**config.mk**
```make
export PLATFORM = sky130hd
export DESIGN_NAME = lh_msg_feeder
export DESIGN_NICKNAME = d
export VERILOG_FILES = /design/src/rtl/lh_pkg.sv /design/src/rtl/lh_byte_fifo.sv /design/src/rtl/lh_msg_feeder.sv
export SDC_FILE = /design/constraint.sdc
export NUM_CORES = 1
export LEC_CHECK = 0
export ABC_AREA = 1
export BUFFER_PORTS_ARGS = -buffer_cell sky130_fd_sc_hd__buf_4
export CORE_UTILIZATION = 30
export CTS_BUF_LIST = sky130_fd_sc_hd__clkbuf_8
export CTS_CLUSTER_SIZE = 24
export DETAILED_ROUTE_END_ITERATION = 10
export GPL_TIMING_DRIVEN = 0
export PLACE_DENSITY = 0.54
export SLEW_MARGIN = 15
export SYNTH_ARGS = -nofsm -noshare
export SYNTH_HDL_FRONTEND = slang
export SYNTH_SLANG_ARGS = --single-unit
```
**constraint.sdc**
```tcl
create_clock -name clk -period 9 [get_ports clk]
set_clock_uncertainty 0.15 [all_clocks]
set_input_delay 1.8 -clock clk [delete_from_list [all_inputs] [get_ports clk]]
set_output_delay 1.8 -clock clk [all_outputs]
set_load 0.05 [all_outputs]
```
**src/rtl/lh_pkg.sv**
```systemverilog
// lh_pkg: shared marker bytes, widths and FSM state type for the message feeder
package lh_pkg;
  localparam logic [7:0] START_MARK = 8'hFF;
  localparam logic [7:0] END_MARK = 8'h00;
  localparam int DIGEST_W = 64;
  localparam int ENTRY_W = 9;
  typedef enum logic [2:0] {
    IDLE,
    SEND_START,
    GAP,
    WAIT_CORE,
    FETCH,
    SEND_END,
    WAIT_DIGEST,
    HOLD
  } state_t;
  function automatic logic is_mark(input logic [7:0] c);
    return c == START_MARK || c == END_MARK;
  endfunction
endpackage

```
**src/rtl/lh_byte_fifo.sv**
```systemverilog
// lh_byte_fifo: {last, char} entry FIFO with full/empty flags and first-word-fall-through read.
//   clk/rst  clock, asynchronous active-high reset (empties the FIFO)
//   push/wdata  write request and entry; accepted when not full or when popping in the same cycle
//   pop/rdata   read request and head entry (valid whenever empty==0)
//   full/empty  occupancy flags
module lh_byte_fifo
  import lh_pkg::*;
#(
  parameter int DEPTH = 16
) (
  input  logic               clk,
  input  logic               rst,
  input  logic               push,
  input  logic [ENTRY_W-1:0] wdata,
  input  logic               pop,
  output logic [ENTRY_W-1:0] rdata,
  output logic               full,
  output logic               empty
);
  localparam int AW = $clog2(DEPTH);
  logic [ENTRY_W-1:0] mem [DEPTH];
  logic [AW-1:0] wr_ptr, rd_ptr;
  logic [AW:0] count;
  logic do_push, do_pop;
  assign full = count == (AW + 1)'(DEPTH);
  assign empty = count == '0;
  assign do_pop = pop && !empty;
  assign do_push = push && (!full || do_pop);
  assign rdata = mem[rd_ptr];
  always_ff @(posedge clk)
    if (do_push) mem[wr_ptr] <= wdata;
  always_ff @(posedge clk or posedge rst)
    if (rst) begin
      wr_ptr <= '0;
      rd_ptr <= '0;
      count <= '0;
    end else begin
      if (do_push) wr_ptr <= wr_ptr + 1'b1;
      if (do_pop) rd_ptr <= rd_ptr + 1'b1;
      count <= count + (AW + 1)'(do_push) - (AW + 1)'(do_pop);
    end
endmodule

```
**src/rtl/lh_msg_feeder.sv**
```systemverilog
// lh_msg_feeder: buffers host message bytes and feeds them to a hash core framed by start/end marks.
//   host side:   msg_char/msg_valid/msg_last in, msg_ready/msg_drop out
//   core side:   ptxt_char/ptxt_valid out; core_busy, digest_char, digest_ready, err_invalid_ptxt_char in
//   result side: digest_out/digest_valid out, digest_ack in; err_msg/err_timeout sticky flags
module lh_msg_feeder
  import lh_pkg::*;
#(
  parameter int FIFO_DEPTH = 16,
  parameter int WDOG_MAX = 255
) (
  input  logic                clk,
  input  logic                rst,
  input  logic [7:0]          msg_char,
  input  logic                msg_valid,
  input  logic                msg_last,
  output logic                msg_ready,
  output logic                msg_drop,
  output logic [7:0]          ptxt_char,
  output logic                ptxt_valid,
  input  logic                core_busy,
  input  logic [DIGEST_W-1:0] digest_char,
  input  logic                digest_ready,
  input  logic                err_invalid_ptxt_char,
  output logic [DIGEST_W-1:0] digest_out,
  output logic                digest_valid,
  input  logic                digest_ack,
  output logic                err_msg,
  output logic                err_timeout
);
  localparam int WW = $clog2(WDOG_MAX + 1);
  state_t state;
  logic [ENTRY_W-1:0] head;
  logic full, empty, push, pop, last_seen, end_sent;
  logic [WW-1:0] wdog;
  assign msg_ready = !full;
  assign push = msg_valid && msg_ready && !is_mark(msg_char);
  // ptxt_valid is only high in FETCH on the cycle the head entry is being strobed
  assign pop = state == FETCH && ptxt_valid;
  lh_byte_fifo #(.DEPTH(FIFO_DEPTH)) u_fifo (
    .clk  (clk),
    .rst  (rst),
    .push (push),
    .wdata({msg_last, msg_char}),
    .pop  (pop),
    .rdata(head),
    .full (full),
    .empty(empty)
  );
  always_ff @(posedge clk or posedge rst)
    if (rst) msg_drop <= 1'b0;
    else msg_drop <= msg_valid && msg_ready && is_mark(msg_char);
  // Strobes are loaded on the edge entering their state so ptxt_valid is high exactly during it.
  always_ff @(posedge clk or posedge rst)
    if (rst) begin
      state <= IDLE;
      ptxt_char <= '0;
      ptxt_valid <= 1'b0;
      last_seen <= 1'b0;
      end_sent <= 1'b0;
      wdog <= '0;
      digest_out <= '0;
      digest_valid <= 1'b0;
      err_msg <= 1'b0;
      err_timeout <= 1'b0;
    end else begin
      ptxt_valid <= 1'b0;
      case (state)
        IDLE:
          if (!empty && !digest_valid) begin
            state <= SEND_START;
            ptxt_valid <= 1'b1;
            ptxt_char <= START_MARK;
          end
        SEND_START: begin
          err_msg <= 1'b0;
          err_timeout <= 1'b0;
          last_seen <= 1'b0;
          end_sent <= 1'b0;
          state <= GAP;
        end
        GAP: begin
          // data bytes can never be markers, so a non-marker ptxt_char means a data strobe preceded
          if (err_invalid_ptxt_char && !is_mark(ptxt_char)) err_msg <= 1'b1;
          state <= WAIT_CORE;
        end
        WAIT_CORE:
          if (!core_busy) begin
            if (end_sent) begin
              state <= WAIT_DIGEST;
              wdog <= WW'(1);
            end else if (last_seen) begin
              state <= SEND_END;
              ptxt_valid <= 1'b1;
              ptxt_char <= END_MARK;
            end else begin
              state <= FETCH;
              if (!empty) begin
                ptxt_valid <= 1'b1;
                ptxt_char <= head[7:0];
              end
            end
          end
        FETCH:
          if (ptxt_valid) begin
            last_seen <= head[8];
            state <= GAP;
          end else if (!empty) begin
            ptxt_valid <= 1'b1;
            ptxt_char <= head[7:0];
          end
        SEND_END: begin
          end_sent <= 1'b1;
          state <= GAP;
        end
        WAIT_DIGEST:
          if (digest_ready) begin
            digest_out <= digest_char;
            digest_valid <= 1'b1;
            state <= HOLD;
          end else if (wdog == WW'(WDOG_MAX)) begin
            err_timeout <= 1'b1;
            state <= IDLE;
          end else wdog <= wdog + 1'b1;
        HOLD:
          if (digest_ack) begin
            digest_valid <= 1'b0;
            state <= IDLE;
          end
        default: state <= IDLE;
      endcase
    end
endmodule

```
After elaboration in Yosys (flattened, before gate mapping)
Memories as Yosys holds them, arrays and structs flattened.
Cells that the tools add are included.
Widths: inputs -> output; s select.
- memories: 1
- input port bits: 80
- RAM bits: 144
- register bits: 103
- eq/ne operators: 24
- multiplexer cells: 41
- $add $sub $neg: 5
- reductions and logical operators: 36
- memory list (memory ; depth ; bits a word ; rd ports ; clocked after memory_dff ; write ports ; RTL line ; source):
    u_fifo.mem ; 16 ; 9 ; 1 ; 0 ; 1 ; lh_byte_fifo.sv:21 ; logic [ENTRY_W-1:0] mem [DEPTH];
- operators with widths (cell ; number):
    $mux 8 ; 10
    $eq 8x8->1 const B ; 3
    $ne 2x2->1 const B ; 12
    $pmux 8 s3 ; 1
    $pmux 3 s7 ; 1
    $mux 3 ; 6
    $logic_not 8->1 ; 2
    $pmux 8 s2 ; 1
    $mux 1 ; 15
    $reduce_and 5->1 ; 3
    $eq 3x3->1 const B ; 4
    $reduce_bool 2->1 ; 6
    $pmux 1 s2 ; 5
    $add 4x1->4 const B ; 2
    $add 8x1->8 const B ; 1
    $logic_and 1x1->1 ; 8
    $eq 3x2->1 const B ; 2
    $reduce_and 2->1 ; 3
    $reduce_and 3->1 ; 2
    $add 5x1->5 ; 1
    $eq 5x5->1 const B ; 1
    $logic_not 1->1 ; 5
    $logic_not 5->1 ; 1
    $sub 5x1->5 ; 1
    8 further kinds ; 10

Depth between registers and ports, before layout
- depth in word-level cells: 7
- mapped depth: 13

Cells and area by module
From an unflattened synthesis, not the netlist that was laid out.
- cells, all modules: 1200
- area total of the unflattened synthesis: 11004.3 um2
- by module, submodules not included (module ; instances ; area each (um2) ; cells each ; seq. area each (um2)):
    lh_byte_fifo ; 1 ; 6945.4 ; 684 ; 4649.5
    lh_msg_feeder ; 1 ; 4058.9 ; 516 ; 2252.2

Worst setup path before layout
No wires, ideal clock.
- path kind: in2reg
- start point: input msg_char[7]
- end point: register u_fifo.count[4]
- slack: 5.458 ns
- stages: 10
- required time: 8.722 ns
- arrival time: 3.265 ns
- cell sequence: nand4_1 > o21ai_0 > nor2_1 > buf_2 > ha_1 > inv_1 > fa_1 > o21ai_0 > a21oi_1 > xor2_1
- cells in the longest elaborated chain, start to end: 7
- elaborated cells on any way between the ends: 8
- RTL lines (what ; RTL line ; source):
    start: declaration ; lh_msg_feeder.sv:13 ; input logic [7:0] msg_char,
    $eq 8x8->1 / $logic_not 8->1 (equally long branches) ; lh_pkg.sv:18 ; return c == START_MARK || c == END_MARK;
    $logic_or 1x1->1 (*) ; lh_pkg.sv:18 ;
    $logic_not 1->1 (*) ; lh_msg_feeder.sv:36 ; assign push = msg_valid && msg_ready && !is_mark(msg_char);
    $logic_and 1x1->1 (*) ; lh_msg_feeder.sv:36 ;
    $logic_and 1x1->1 (*) ; lh_byte_fifo.sv:28 ; assign do_push = push && (!full || do_pop);
    via u_fifo.do_push ; lh_byte_fifo.sv:24 ; logic do_push, do_pop;
    $add 5x1->5 (*) ; lh_byte_fifo.sv:40 ; count <= count + (AW + 1)'(do_push) - (AW + 1)'(do_pop);
    $sub 5x1->5 (*) ; lh_byte_fifo.sv:40 ;
    end signal: assignment ; lh_byte_fifo.sv:40 ;
    end: declaration ; lh_byte_fifo.sv:23 ; logic [AW:0] count;
The timed path passes the listed nets; every way through them passes the cells marked *.
A chain may end at the register's enable or synchronous reset.

Worst setup path after layout
- start point: input msg_char[1]
- end point: memory u_fifo.mem[12][7] (enable)
- cells in the longest elaborated chain, start to end: 7
- elaborated cells on any way between the ends: 8
- RTL lines (what ; RTL line ; source):
    $eq 8x8->1 / $logic_not 8->1 (equally long branches) ; lh_pkg.sv:18 ;
    $logic_or 1x1->1 (*) ; lh_pkg.sv:18 ;
    $logic_not 1->1 (*) ; lh_msg_feeder.sv:36 ;
    $logic_and 1x1->1 (*) ; lh_msg_feeder.sv:36 ;
    $logic_and 1x1->1 (*) ; lh_byte_fifo.sv:28 ;
    via u_fifo.do_push ; lh_byte_fifo.sv:24 ;
    $mux 1 (*) ; lh_byte_fifo.sv:31 ; if (do_push) mem[wr_ptr] <= wdata;
    $mux 1 (implied by the code) (*) ; lh_byte_fifo.sv:31 ;
    end: declaration ; lh_byte_fifo.sv:21 ;
Marks and branches as above.

==> flow_summary_export.csv <==
group,metric,value,unit
status,outcome,"completed",
sta,worst_pin_slew,1.05,ns
cts,post-cts-setup-buffer-count,0,
sta,final_hold_viol_count,0,
cts,clock_latency,0.56,ns
layout,area_delta_synth_final,24.0,%
route,firstDrtPassIters,6,
grt,antenna_found_initial,0,
floorplan,io_pins,158,
sta,period_share,0.420,
placement,dpl.hpwl,19700,µm
logic_synthesis,avgSynthCellArea,9.69,µm²
logic_synthesis,yosysUniqueCellTypes,38,
grt,grt_pass1_wl,42600,µm
placement,portBuffers,157,
pwr,leakage,0.00623,µW
logic_synthesis,ys_top_cells_by_area,"edfxtp_1, dfrtp_1, nand2_1",
route,routed_wl,28000,µm
worst_hold_path,worstHoldPathType,"flop to flop",
cts,htree_levels,2,
logic_synthesis,ys_seq_elements,247,
sta,finalSetupViolations,0,
floorplan,coreArea,35500,µm²
pwr,finalPower,4360,µW
critical_path,criticalPathCategory,"input pin to flop",
floorplan,die_x,192,µm
cts,clkTransAtPathRegs,0.06,ns
logic_synthesis,synth-edff-count,144,
floorplan,dieArea,36700,µm²
critical_path,cp.arrival,3.81,ns
layout,diodes,0,
critical_path,start_kind,"input pin",
critical_path,worstPathRequired,9.02,ns
logic_synthesis,synth_area_leader_cell,"edfxtp_1",
cts,root_buffer,"clkbuf_8",
sta,fin_crit,3.78,ns
logic_synthesis,synthFlopType,"edfxtp_1",
route,avgViaCountPerCell,4.40,
floorplan,initial_core_util,0.304,
logic_synthesis,synth_most_common_cell,"nand2_1",
logic_synthesis,synth_top_area_frac,0.401,
worst_hold_path,whs_path_depth,2,
placement,gp_congestion,0.865,
route,ant_nets,0,
route,drtIter0Drc,521,
floorplan,fp-row-count,69,
sta,fmax,0.264,GHz
layout,fill_cells,3549,
route,vias,7971,
logic_synthesis,async_flop_share,0.417,
layout,drive_above_1_share,0.199,
logic_synthesis,syn_area,10800,µm²
grt,grt_usage,0.153,
floorplan,die_y,192,µm
cts,cts_tree,"done",
sta,relSlewSlack,0.300,
logic_synthesis,yosys-top-cells-count,"nand2_1, edfxtp_1, inv_1, dfrtp_1, nand3_1",
logic_synthesis,synth_cells,1114,
logic_synthesis,ys_seq_area_frac,0.640,
grt,grt_pass1_vias,7509,
sta,drv_slew,0,
cts,cts_buffers,43,
critical_path,r2r_cells,8,
pwr,ir_drop,169,µV
logic_synthesis,yosys_warnings,0,
cts,cts_resized,0,
logic_synthesis,synth.net_count,1207,
critical_path,endpoint_kind,"flop",
cts,clock_path_buffers,3,
critical_path,crit_fanout,18,
pwr,p_per_area,326,nW/µm²
sta,rsz0062_at_grt,"false",
grt,grt_max_degree,64,
sta,finalSetupTns,0,ns
cts,ctsHoldBuffers,0,
grt,grt-ovfl-total,0,
route,drc,0,
run,cap_violations,0,
route,routedWlPerCell,15.5,µm
layout,layout.nets,1410,
layout,utilization,0.377,
cts,cts_sinks,247,
-- placed cells by master (no fill, tap or decap), types with 3 or more instances in the layout --
master,n
nor2_2,3
nand2_1,439
nand2_2,3
buf_4,159
dfrtp_1,103
o31ai_1,4
o211ai_1,4
nor2_4,3
clkinv_1,6
clkbuf_8,46
xor2_1,11
edfxtp_1,144
nand4_1,7
nor4_1,5
inv_1,129
buf_6,6
inv_2,6
a21oi_1,14
ha_1,12
o21ai_0,29
clkinv_2,7
nor2_1,50
nand3_1,101
buf_2,23
clkbuf_1,13
-- registers in the layout, summed over array words and instances (netlist names) --
| register | cells |
|---|---|
| u_fifo.count | 5 |
| ptxt_valid | 1 |
| ptxt_char | 8 |
| u_fifo.mem | 144 |
| wdog | 8 |
| u_fifo.rd_ptr | 4 |
| end_sent | 1 |
| last_seen | 1 |
| err_timeout | 1 |
| msg_drop | 1 |
| err_msg | 1 |
| digest_out | 64 |
| u_fifo.wr_ptr | 4 |
| digest_valid | 1 |
| state | 3 |
-- worst max-delay path: stages --
cell and delay, ns:
buf_4 0.25, nor4_1 0.11, nand2_1 0.07, o21ai_0 0.10, nor2_1 0.21, buf_2 0.28
nand2_1 0.17, nor2_1 0.81
-- per-layer routing --
layer  global-route usage  vias up  wire [µm]
li1                     -     3994          -
met1                0.209     3757      12700
met2                0.242      173      13200
met3               0.0243       47       1230
met4               0.0595        0        859
met5                    0        -          0
-- cell type report --
| class | instances | area [µm²] | area share |
|---|---|---|---|
| sequential | 247 | 6900 | 0.516 |
| multi-input combinational | 703 | 3190 | 0.239 |
| timing repair buffer | 158 | 1210 | 0.0901 |
| clock buffer | 46 | 633 | 0.0473 |
| tap | 461 | 577 | 0.0431 |
| inverter | 120 | 455 | 0.0340 |
| buffer | 44 | 246 | 0.0184 |
| clock inverter | 33 | 171 | 0.0128 |
-- per-stage QoR --
stage	hold WS (ns)	instance area [µm²]	setup WS, ns	instances
3_3_place_gp	0.306	12500	2.73	1732
6_report	0.317	13400	5.22	1812
5_1_grt	0.346	13400	5.00	1812
2_1_floorplan	0.342	10800	4.35	1114
3_5_place_dp	0.309	12600	4.57	1733
4_1_cts	0.324	13400	5.16	1812
-- final timing paths --
| kind | from | end | slack, ns |
|---|---|---|---|
| max | msg_char[1] | u_fifo.mem[12][7] | 5.22 |
| min reg2reg | digest_out[60] | digest_out[60] | 0.32 |
| min in group asynchronous | rst | digest_out[53] | 1.12 |
| max in group asynchronous | rst | last_seen | 6.91 |
| max reg2reg | u_fifo.count[2] | u_fifo.mem[12][7] | 6.02 |
| min | digest_out[60] | digest_out[60] | 0.32 |
-- cells by family after synthesis --
family / count (synthesis) / share of synthesized area
compound gates: 60 / 0.0340
xor+xnor: 12 / 0.00974
fa+ha+maj: 13 / 0.0158
buf+inv: 164 / 0.0646
flops: 247 / 0.640
simple gates: 618 / 0.236
-- power by group --
group	leakage (µW)	internal, µW	total (µW)	switching [µW]
Sequential	0.00258	1460	1600	141
Clock	0.000479	503	962	459
Combinational	0.00317	523	1800	1280
Total	0.00623	2480	4360	1880
Power figures use the tool's default switching activity.
